$ cat src/rtl/pipelined_csa_multiplier.sv
// Four-stage WIDTH x WIDTH multiplier: operand register, partial CSA reduction,
// CSA tree completion to sum/carry, carry-propagate add. Global stall, no bubble squeeze.
module pipelined_csa_multiplier #(
  parameter int unsigned WIDTH = 32,
  parameter int unsigned TAG_W = 4
) (
  input  logic                 clk,
  input  logic                 rst_n,
  input  logic                 flush,
  input  logic                 in_valid,
  output logic                 in_ready,
  input  logic [WIDTH-1:0]     in_a,
  input  logic [WIDTH-1:0]     in_b,
  input  logic                 in_signed,
  input  logic [TAG_W-1:0]     in_tag,
  output logic                 out_valid,
  input  logic                 out_ready,
  output logic [2*WIDTH-1:0]   out_product,
  output logic [TAG_W-1:0]     out_tag,
  output logic                 busy
);

  localparam int unsigned PW      = 2 * WIDTH;
  localparam int unsigned NPP     = WIDTH + 1;
  localparam int unsigned MID     = (WIDTH + 2) / 3 + 1;
  localparam int unsigned MAX_LVL = 12;

  typedef logic [PW-1:0] row_t;
  typedef logic [NPP-1:0][PW-1:0] rows_t;

  // Applies 3:2 levels until at most `target` rows remain; carries out of the
  // top bit fall off, which is exact modulo 2^PW.
  function automatic rows_t csa_reduce(input rows_t rows_in, input int unsigned n_in,
                                       input int unsigned target);
    rows_t       cur;
    rows_t       nxt;
    int unsigned n;
    int unsigned m;
    cur = rows_in;
    n   = n_in;
    for (int unsigned lvl = 0; lvl < MAX_LVL; lvl++) begin
      if (n > target) begin
        nxt = '0;
        m   = 0;
        for (int unsigned g = 0; g < NPP / 3; g++) begin
          if (3 * g + 2 < n) begin
            nxt[m]     = cur[3*g] ^ cur[3*g+1] ^ cur[3*g+2];
            nxt[m + 1] = ((cur[3*g] & cur[3*g+1]) | (cur[3*g] & cur[3*g+2]) |
                          (cur[3*g+1] & cur[3*g+2])) << 1;
            m = m + 2;
          end
        end
        for (int unsigned r = 0; r < NPP; r++) begin
          if (r >= (n / 3) * 3 && r < n) begin
            nxt[m] = cur[r];
            m = m + 1;
          end
        end
        cur = nxt;
        n   = m;
      end
    end
    return cur;
  endfunction

  logic                  adv;
  logic                  accept;

  logic                  s1_valid;
  logic [WIDTH-1:0]      s1_a;
  logic [WIDTH-1:0]      s1_b;
  logic                  s1_signed;
  logic [TAG_W-1:0]      s1_tag;

  logic                  s2_valid;
  logic [MID-1:0][PW-1:0] s2_rows;
  logic [TAG_W-1:0]      s2_tag;

  logic                  s3_valid;
  logic [1:0][PW-1:0]    s3_rows;
  logic [TAG_W-1:0]      s3_tag;

  logic                  s4_valid;
  logic [PW-1:0]         s4_product;
  logic [TAG_W-1:0]      s4_tag;

  row_t                  a_ext;
  rows_t                 pp;
  rows_t                 mid_full;
  rows_t                 s3_in;
  rows_t                 fin_full;
  logic [MID-1:0][PW-1:0] s2_d;
  logic [1:0][PW-1:0]    s3_d;

  assign adv      = ~s4_valid | out_ready;
  assign in_ready = adv & ~flush;
  assign accept   = in_valid & in_ready;

  // Signed mode: rows are sign-extended and the multiplier's sign row is
  // negated as ~x plus a correction row holding 2^(WIDTH-1).
  always_comb begin
    a_ext = s1_signed ? {{WIDTH{s1_a[WIDTH-1]}}, s1_a} : {{WIDTH{1'b0}}, s1_a};
    pp    = '0;
    for (int unsigned j = 0; j < WIDTH; j++) begin
      if (s1_b[j]) begin
        if (s1_signed && (j == WIDTH - 1)) begin
          pp[j] = (~a_ext) << j;
        end else begin
          pp[j] = a_ext << j;
        end
      end
    end
    pp[WIDTH] = (s1_signed && s1_b[WIDTH-1]) ? (row_t'(1) << (WIDTH - 1)) : '0;
  end

  always_comb begin
    mid_full = csa_reduce(pp, NPP, MID);
    s2_d     = '0;
    for (int unsigned r = 0; r < MID; r++) begin
      s2_d[r] = mid_full[r];
    end
  end

  always_comb begin
    s3_in = '0;
    for (int unsigned r = 0; r < MID; r++) begin
      s3_in[r] = s2_rows[r];
    end
    fin_full = csa_reduce(s3_in, MID, 2);
    s3_d     = '0;
    for (int unsigned r = 0; r < 2; r++) begin
      s3_d[r] = fin_full[r];
    end
  end

  always_ff @(posedge clk or negedge rst_n) begin
    if (!rst_n) begin
      s1_valid   <= 1'b0;
      s1_a       <= '0;
      s1_b       <= '0;
      s1_signed  <= 1'b0;
      s1_tag     <= '0;
      s2_valid   <= 1'b0;
      s2_rows    <= '0;
      s2_tag     <= '0;
      s3_valid   <= 1'b0;
      s3_rows    <= '0;
      s3_tag     <= '0;
      s4_valid   <= 1'b0;
      s4_product <= '0;
      s4_tag     <= '0;
    end else begin
      if (adv) begin
        s1_valid   <= accept;
        s1_a       <= in_a;
        s1_b       <= in_b;
        s1_signed  <= in_signed;
        s1_tag     <= in_tag;
        s2_valid   <= s1_valid;
        s2_rows    <= s2_d;
        s2_tag     <= s1_tag;
        s3_valid   <= s2_valid;
        s3_rows    <= s3_d;
        s3_tag     <= s2_tag;
        s4_valid   <= s3_valid;
        s4_product <= s3_rows[0] + s3_rows[1];
        s4_tag     <= s3_tag;
      end
      // Flush kills valid bits only; data registers may keep stale contents.
      if (flush) begin
        s1_valid <= 1'b0;
        s2_valid <= 1'b0;
        s3_valid <= 1'b0;
        s4_valid <= 1'b0;
      end
    end
  end

  assign out_valid   = s4_valid;
  assign out_product = s4_product;
  assign out_tag     = s4_tag;
  assign busy        = s1_valid | s2_valid | s3_valid | s4_valid;

endmodule

$ cat config.mk
export PLATFORM = sky130hd
export DESIGN_NAME = pipelined_csa_multiplier
export DESIGN_NICKNAME = d
export VERILOG_FILES = /design/src/rtl/pipelined_csa_multiplier.sv
export SDC_FILE = /design/constraint.sdc
export NUM_CORES = 2
export LEC_CHECK = 0
export BUFFER_PORTS_ARGS = -buffer_cell sky130_fd_sc_hd__buf_4
export CAP_MARGIN = 0
export CORE_ASPECT_RATIO = 0.75
export CORE_MARGIN = 3
export CORE_UTILIZATION = 45
export CTS_CLUSTER_SIZE = 8
export DETAILED_ROUTE_END_ITERATION = 6
export HOLD_SLACK_MARGIN = 0.02
export MAX_ROUTING_LAYER = met4
export PLACE_DENSITY_LB_ADDON = 0.1
export SYNTH_ARGS = -nofsm -noshare
export SYNTH_HDL_FRONTEND = slang
export SYNTH_SLANG_ARGS = --single-unit
export TNS_END_PERCENT = 20
$ cat constraint.sdc
create_clock -name clk -period 3.9 [get_ports clk]
set_input_delay 0.39 -clock clk [delete_from_list [all_inputs] [get_ports clk]]
set_output_delay 0.39 -clock clk [all_outputs]
set_load 0.02 [all_outputs]
# == After elaboration in Yosys (flattened, before gate mapping) ==
# Index checks and enable logic that the tools add are counted.
# op_classes
n_reduce_logical,2
n_addsub,1
magnitude_cmp,0
n_shift,0
n_eq_ne,0
muxes,43
div,0
multipliers,0
bitwise,228
# op_table
cell,count
63-bit bitwise AND,92
64-bit bitwise XOR,62
63-bit bitwise OR,62
64-bit 2-to-1 mux,34
63-bit by 32-bit bitwise AND with 63-bit output,2
64-bit adder,1
64-bit by 32-bit bitwise XOR with 64-bit output,1
33-bit inverter,1
32-bit 2-to-1 mux,1
1-bit 2-to-1 mux,8
1-bit bitwise OR,4
1-bit bitwise AND,2
1-bit inverter,2
2-bit nonzero test,1
1-bit logical AND,1
# word_totals
inputBits,74
mem_bits_rw,0
mem_bits_ro,0
latch_bits,0
n_memories,0
regBits,911

# == Logic depth before layout (Yosys ltp) ==
# depth
word_depth,15
depth_mapped,11
mapped_depth_nobuf,11

# == Worst setup path after synthesis ==
# Ideal clock, no wire load.
# synth_timing
path_type,reg2reg
from,"register, netlist name s2_rows[62]"
to,register s3_rows[57] in the netlist's numbering
t_arrival_ps,3488
period_less_slack_ps,3605
t_required_ps,3783
n_path_buf,0
setup_slack_ps,295
stages_incl_launch_ff,10
path_cell_list,dfrtp_1 > fa_1 > inv_1 > fa_1 > inv_1 > fa_1 > fa_1 > fa_1 > nand2_1 > nand2_1
# synth_rtl
element,line,rtl
to (signal assigned),147,s3_rows <= '0;
to (signal assigned),163,s3_rows <= s3_d;
to (decl),80,logic [1:0][PW-1:0] s3_rows;

==> impl_results.html <==
<table>
<tr><th>Metric</th><th>Value</th></tr>
<tr><th colspan="2">Run status</th></tr>
<tr><td>Status</td><td>complete, no violations</td></tr>
<tr><th colspan="2">Setup path</th></tr>
<tr><td>Required time reported for the critical path endpoint</td><td>4.51 ns</td></tr>
<tr><td>Worst reg-to-reg path cell count</td><td>9</td></tr>
<tr><td>Capturing element type of the critical path</td><td>flop</td></tr>
<tr><td>Start-to-end type of the worst setup path</td><td>reg2reg</td></tr>
<tr><td>Worst reg-to-reg setup slack</td><td>0.26 ns</td></tr>
<tr><td>Peak fanout along the critical path</td><td>7</td></tr>
<tr><td>Worst setup SP type</td><td>flop</td></tr>
<tr><td>Worst endpoint data arrival time</td><td>4.24 ns</td></tr>
<tr><th colspan="2">Route</th></tr>
<tr><td>Drt first pass iters</td><td>6</td></tr>
<tr><td>Vias</td><td>43530</td></tr>
<tr><td>Detail-routed net length per standard cell</td><td>20.82 µm</td></tr>
<tr><td>DR vias/cell</td><td>4.992</td></tr>
<tr><td>Remaining antenna violation count after routing</td><td>0</td></tr>
<tr><td>Iter 0 DRT Violations</td><td>3538</td></tr>
<tr><td>DRT Wirelength</td><td>181500 µm</td></tr>
<tr><td>Remaining design rule violation count</td><td>0</td></tr>
<tr><th colspan="2">Clock network</th></tr>
<tr><td>Clock tree from TritonCTS</td><td>done</td></tr>
<tr><td>Maximum clock insertion buffer count</td><td>3</td></tr>
<tr><td>Root buffer cell</td><td>sky130_fd_sc_hd__clkbuf_16</td></tr>
<tr><td>CTS H-tree lvls</td><td>3</td></tr>
<tr><td>Hold-fix buffers at CTS</td><td>71</td></tr>
<tr><td>Sink count of the clock tree</td><td>659</td></tr>
<tr><td>TritonCTS Buffers</td><td>95</td></tr>
<tr><td>Worst-Skew Late Latency</td><td>0.73 ns</td></tr>
<tr><td>Buffers inserted by post-CTS timing repair</td><td>0</td></tr>
<tr><td>Clk pin slew, worst setup/hold paths</td><td>0.06 ns</td></tr>
<tr><td>Number of instances resized during post-cts repair</td><td>0</td></tr>
<tr><th colspan="2">STA</th></tr>
<tr><td>Worst clock skew on the final layout</td><td>0.05125 ns</td></tr>
<tr><td>Maximum operating frequency</td><td>274.9 MHz</td></tr>
<tr><td>Fin Setup TNS</td><td>0 ns</td></tr>
<tr><td>Final critical-path share of the clock period</td><td>93.26%</td></tr>
<tr><td>RSZ-0062 raised after global routing</td><td>no</td></tr>
<tr><td>Final setup violation count</td><td>0</td></tr>
<tr><td>Final hold vios</td><td>0</td></tr>
<tr><td>Headroom to the max-slew limit</td><td>33.96%</td></tr>
<tr><td>Period minus WS final</td><td>3.637 ns</td></tr>
<tr><td>Slew at the pin closest to its max-slew limit</td><td>0.9906 ns</td></tr>
<tr><td>Max-slew violations</td><td>0</td></tr>
<tr><th colspan="2">Layout</th></tr>
<tr><td>Count of filler cells inserted in the layout</td><td>13050</td></tr>
<tr><td>Layout Area Growth over Synthesis</td><td>10.82%</td></tr>
<tr><td>Layout Nets</td><td>8209</td></tr>
<tr><td>Proportion of layout cells with a drive suffix above 1</td><td>5.995%</td></tr>
<tr><th colspan="2">Yosys</th></tr>
<tr><td>Count of different cell masters after synthesis</td><td>58</td></tr>
<tr><td>Yosys warns</td><td>0</td></tr>
<tr><td>Syn Nets</td><td>8143</td></tr>
<tr><td>Average size of a mapped cell</td><td>9.217 µm²</td></tr>
<tr><td>Mux cell area share after synthesis</td><td>0.01602%</td></tr>
<tr><td>Synthesized instance count</td><td>6778</td></tr>
<tr><td>Largest family of logic cells by synthesized area</td><td>adder cells</td></tr>
<tr><td>Compound-gate portion of the synthesized area</td><td>2.984%</td></tr>
<tr><td>Fraction of the mapped netlist area in adder cells</td><td>38.74%</td></tr>
<tr><td>Combined area of all synthesized cells</td><td>62470 µm²</td></tr>
<tr><td>Post-synthesis share of cell area spent on and, or, nand and nor gates</td><td>21.74%</td></tr>
<tr><td>Flop and latch count out of synthesis</td><td>659</td></tr>
<tr><td>XOR/XNOR Fraction of Synth Area</td><td>1.220%</td></tr>
<tr><td>Top flip-flop cell by instance count after synthesis</td><td>sky130_fd_sc_hd__dfrtp_1</td></tr>
<tr><td>Proportion of synthesized flip-flops having asynchronous set or reset</td><td>100.0%</td></tr>
<tr><td>Part of the Yosys area used for sequential elements</td><td>26.40%</td></tr>
<tr><td>EDFF count, synth</td><td>0</td></tr>
<tr><th colspan="2">Floorplan</th></tr>
<tr><td>Floorplan die area</td><td>143400 µm²</td></tr>
<tr><td>Core Rows</td><td>117</td></tr>
<tr><td>Starting Density</td><td>45.69%</td></tr>
<tr><td>I/O pin cnt</td><td>145</td></tr>
<tr><td>Height of the die</td><td>328.7 µm</td></tr>
<tr><td>Core Footprint</td><td>136700 µm²</td></tr>
<tr><td>Die span in x</td><td>436.2 µm</td></tr>
<tr><th colspan="2">GRT</th></tr>
<tr><td>Global-route wire length before repair</td><td>284100 µm</td></tr>
<tr><td>Total Routing Usage GR</td><td>26.91%</td></tr>
<tr><td>Initial antenna violation count</td><td>6</td></tr>
<tr><td>Pin count of the biggest net entering global routing</td><td>110</td></tr>
<tr><td>Via count of the first global-routing pass</td><td>44800</td></tr>
<tr><td>Global route overflow</td><td>0</td></tr>
<tr><th colspan="2">Placed design</th></tr>
<tr><td>Final weighted congestion of routability-driven global placement</td><td>0.8924</td></tr>
<tr><td># port buffers</td><td>144</td></tr>
<tr><td>HPWL after detailed placement</td><td>139100 µm</td></tr>
<tr><th colspan="2">Run</th></tr>
<tr><td>Max Cap Violations</td><td>0</td></tr>
<tr><th colspan="2">Hold path</th></tr>
<tr><td>Type of the worst min-delay path</td><td>in2reg</td></tr>
<tr><td>Number of stages on the worst hold path</td><td>4</td></tr>
</table>
==> cell usage after synthesis (3+ instances only) <==
cell,n,area [µm²]
sky130_fd_sc_hd__o21ai_0,80,400.4
sky130_fd_sc_hd__a211oi_1,10,75.07
sky130_fd_sc_hd__a221oi_1,4,35.03
sky130_fd_sc_hd__o21a_1,7,52.55
sky130_fd_sc_hd__o211ai_1,6,45.04
sky130_fd_sc_hd__or3_1,4,25.02
sky130_fd_sc_hd__nand3_1,10,50.05
sky130_fd_sc_hd__xnor2_1,29,254.0
sky130_fd_sc_hd__xor2_1,58,508.0
sky130_fd_sc_hd__a21o_1,28,210.2
sky130_fd_sc_hd__dfrtp_1,659,16490
sky130_fd_sc_hd__nor2_1,82,307.8
sky130_fd_sc_hd__clkbuf_1,358,1344
sky130_fd_sc_hd__and2_1,937,5862
sky130_fd_sc_hd__buf_1,7,26.28
sky130_fd_sc_hd__a221o_1,3,30.03
sky130_fd_sc_hd__nor3_1,8,40.04
sky130_fd_sc_hd__a31o_1,3,26.28
sky130_fd_sc_hd__o31ai_1,4,30.03
sky130_fd_sc_hd__nand4_1,12,75.07
sky130_fd_sc_hd__a21oi_1,108,540.5
sky130_fd_sc_hd__and3_1,9,56.30
sky130_fd_sc_hd__nor2b_1,6,37.54
sky130_fd_sc_hd__fa_1,1072,21460
sky130_fd_sc_hd__o21bai_1,6,45.04
sky130_fd_sc_hd__a31oi_1,8,50.05
sky130_fd_sc_hd__a41oi_1,3,26.28
sky130_fd_sc_hd__a21boi_0,3,22.52
sky130_fd_sc_hd__nand2b_1,4,25.02
sky130_fd_sc_hd__nand2_1,1880,7057
sky130_fd_sc_hd__inv_1,1117,4193
sky130_fd_sc_hd__ha_1,219,2740
==> routing by layer <==
layer / track usage, % / part of all wire [%] / up-vias
li1: - / - / 19840
met5: - / 0 / -
met4: 3.629 / 1.2 / 0
met2: 32.18 / 36 / 1305
met1: 44.63 / 53 / 22240
met3: 7.516 / 9.6 / 145
==> cells by family (layout without fill, tap and decap cells) <==
| kind of cell | count (synthesis) | count (layout) |
|---|---|---|
| xor gates and xnor gates | 87 | 87 |
| DFF | 659 | 659 |
| AOI/OAI and AO/OA | 300 | 300 |
| muxes | 1 | 1 |
| buffers and inverters | 1482 | 1576 |
| and+or+nand+nor | 2958 | 2958 |
| other | 0 | 3 |
| adders and majority gates | 1291 | 1291 |
==> cell usage in the layout, fill, tap and decap left out, types with 28 or more instances in the layout <==
master                          netlist  routed
sky130_fd_sc_hd__a21o_1              28      28
sky130_fd_sc_hd__a21oi_1            108     108
sky130_fd_sc_hd__and2_1             937     937
sky130_fd_sc_hd__buf_12               0      33
sky130_fd_sc_hd__buf_4                0     228
sky130_fd_sc_hd__clkbuf_16            0      95
sky130_fd_sc_hd__dfrtp_1            659     631
sky130_fd_sc_hd__dfrtp_2              0      28
sky130_fd_sc_hd__dlygate4sd3_1        0      72
sky130_fd_sc_hd__fa_1              1072    1072
sky130_fd_sc_hd__ha_1               219     219
sky130_fd_sc_hd__inv_1             1117    1117
sky130_fd_sc_hd__nand2_1           1880    1880
sky130_fd_sc_hd__nor2_1              82      82
sky130_fd_sc_hd__o21ai_0             80      80
sky130_fd_sc_hd__xnor2_1             29      29
sky130_fd_sc_hd__xor2_1              58      58
==> sequential cells by signal (all words and copies together) (netlist names), 4 cells and up <==
name	count
s1_tag	4
out_tag	4
out_product	64
s3_tag	4
s1_a	32
s1_b	32
s2_rows	391
s3_rows	119
s2_tag	4
==> per-stage QoR <==
| step | setup slack (ns) | std cells | hold WS [ns] | util (%) | area (µm²) |
|---|---|---|---|---|---|
| 2_1_floorplan | 0.2953 | 6778 | 0.09441 | - | 62470 |
| 3_3_place_gp | 0.2629 | 8519 | 0.4487 | 48.16 | 65850 |
| 3_5_place_dp | 0.2404 | 8519 | 0.4550 | 48.16 | 65850 |
| 4_1_cts | 0.2564 | 8715 | 0.02617 | 50.62 | 69220 |
| 5_1_grt | 0.08204 | 8717 | 0.09057 | 50.63 | 69230 |
| 6_report | 0.2627 | 8719 | 0.09990 | 50.64 | 69230 |
==> worst paths after layout <==
check                                to         start
setup / recovery            s3_rows[60]  s2_rows[254]
hold / removal                out_valid     out_ready
setup reg to reg            s3_rows[60]  s2_rows[254]
hold reg to reg               s3_tag[1]     s2_tag[1]
max in group asynchronous  s2_rows[341]         rst_n
min in group asynchronous  s2_rows[638]         rst_n
==> final cells by class <==
type,instances,area [µm²],area share (%)
multi-input cells,4637,40440,58.41
flip-flops and latches,659,16530,23.87
inverters,1117,4193,6.056
repair buffers,334,3108,4.489
clock buffers,114,2479,3.580
well taps,1844,2307,3.332
clock inverters,11,177.7,0.2566
diodes,3,7.507,0.01084
==> critical path, stage by stage (launching register included) <==
cell                      delay [ns]
sky130_fd_sc_hd__dfrtp_1        0.52
sky130_fd_sc_hd__fa_1           0.59
sky130_fd_sc_hd__inv_1          0.06
sky130_fd_sc_hd__fa_1           0.55
sky130_fd_sc_hd__inv_1          0.27
sky130_fd_sc_hd__fa_1           0.48
sky130_fd_sc_hd__fa_1           0.52
sky130_fd_sc_hd__fa_1           0.42
sky130_fd_sc_hd__nand2_1        0.07
sky130_fd_sc_hd__nand2_1        0.05
Power is not shown: default switching activity piles up to over one toggle a cycle in this logic, so the estimate is an artifact.
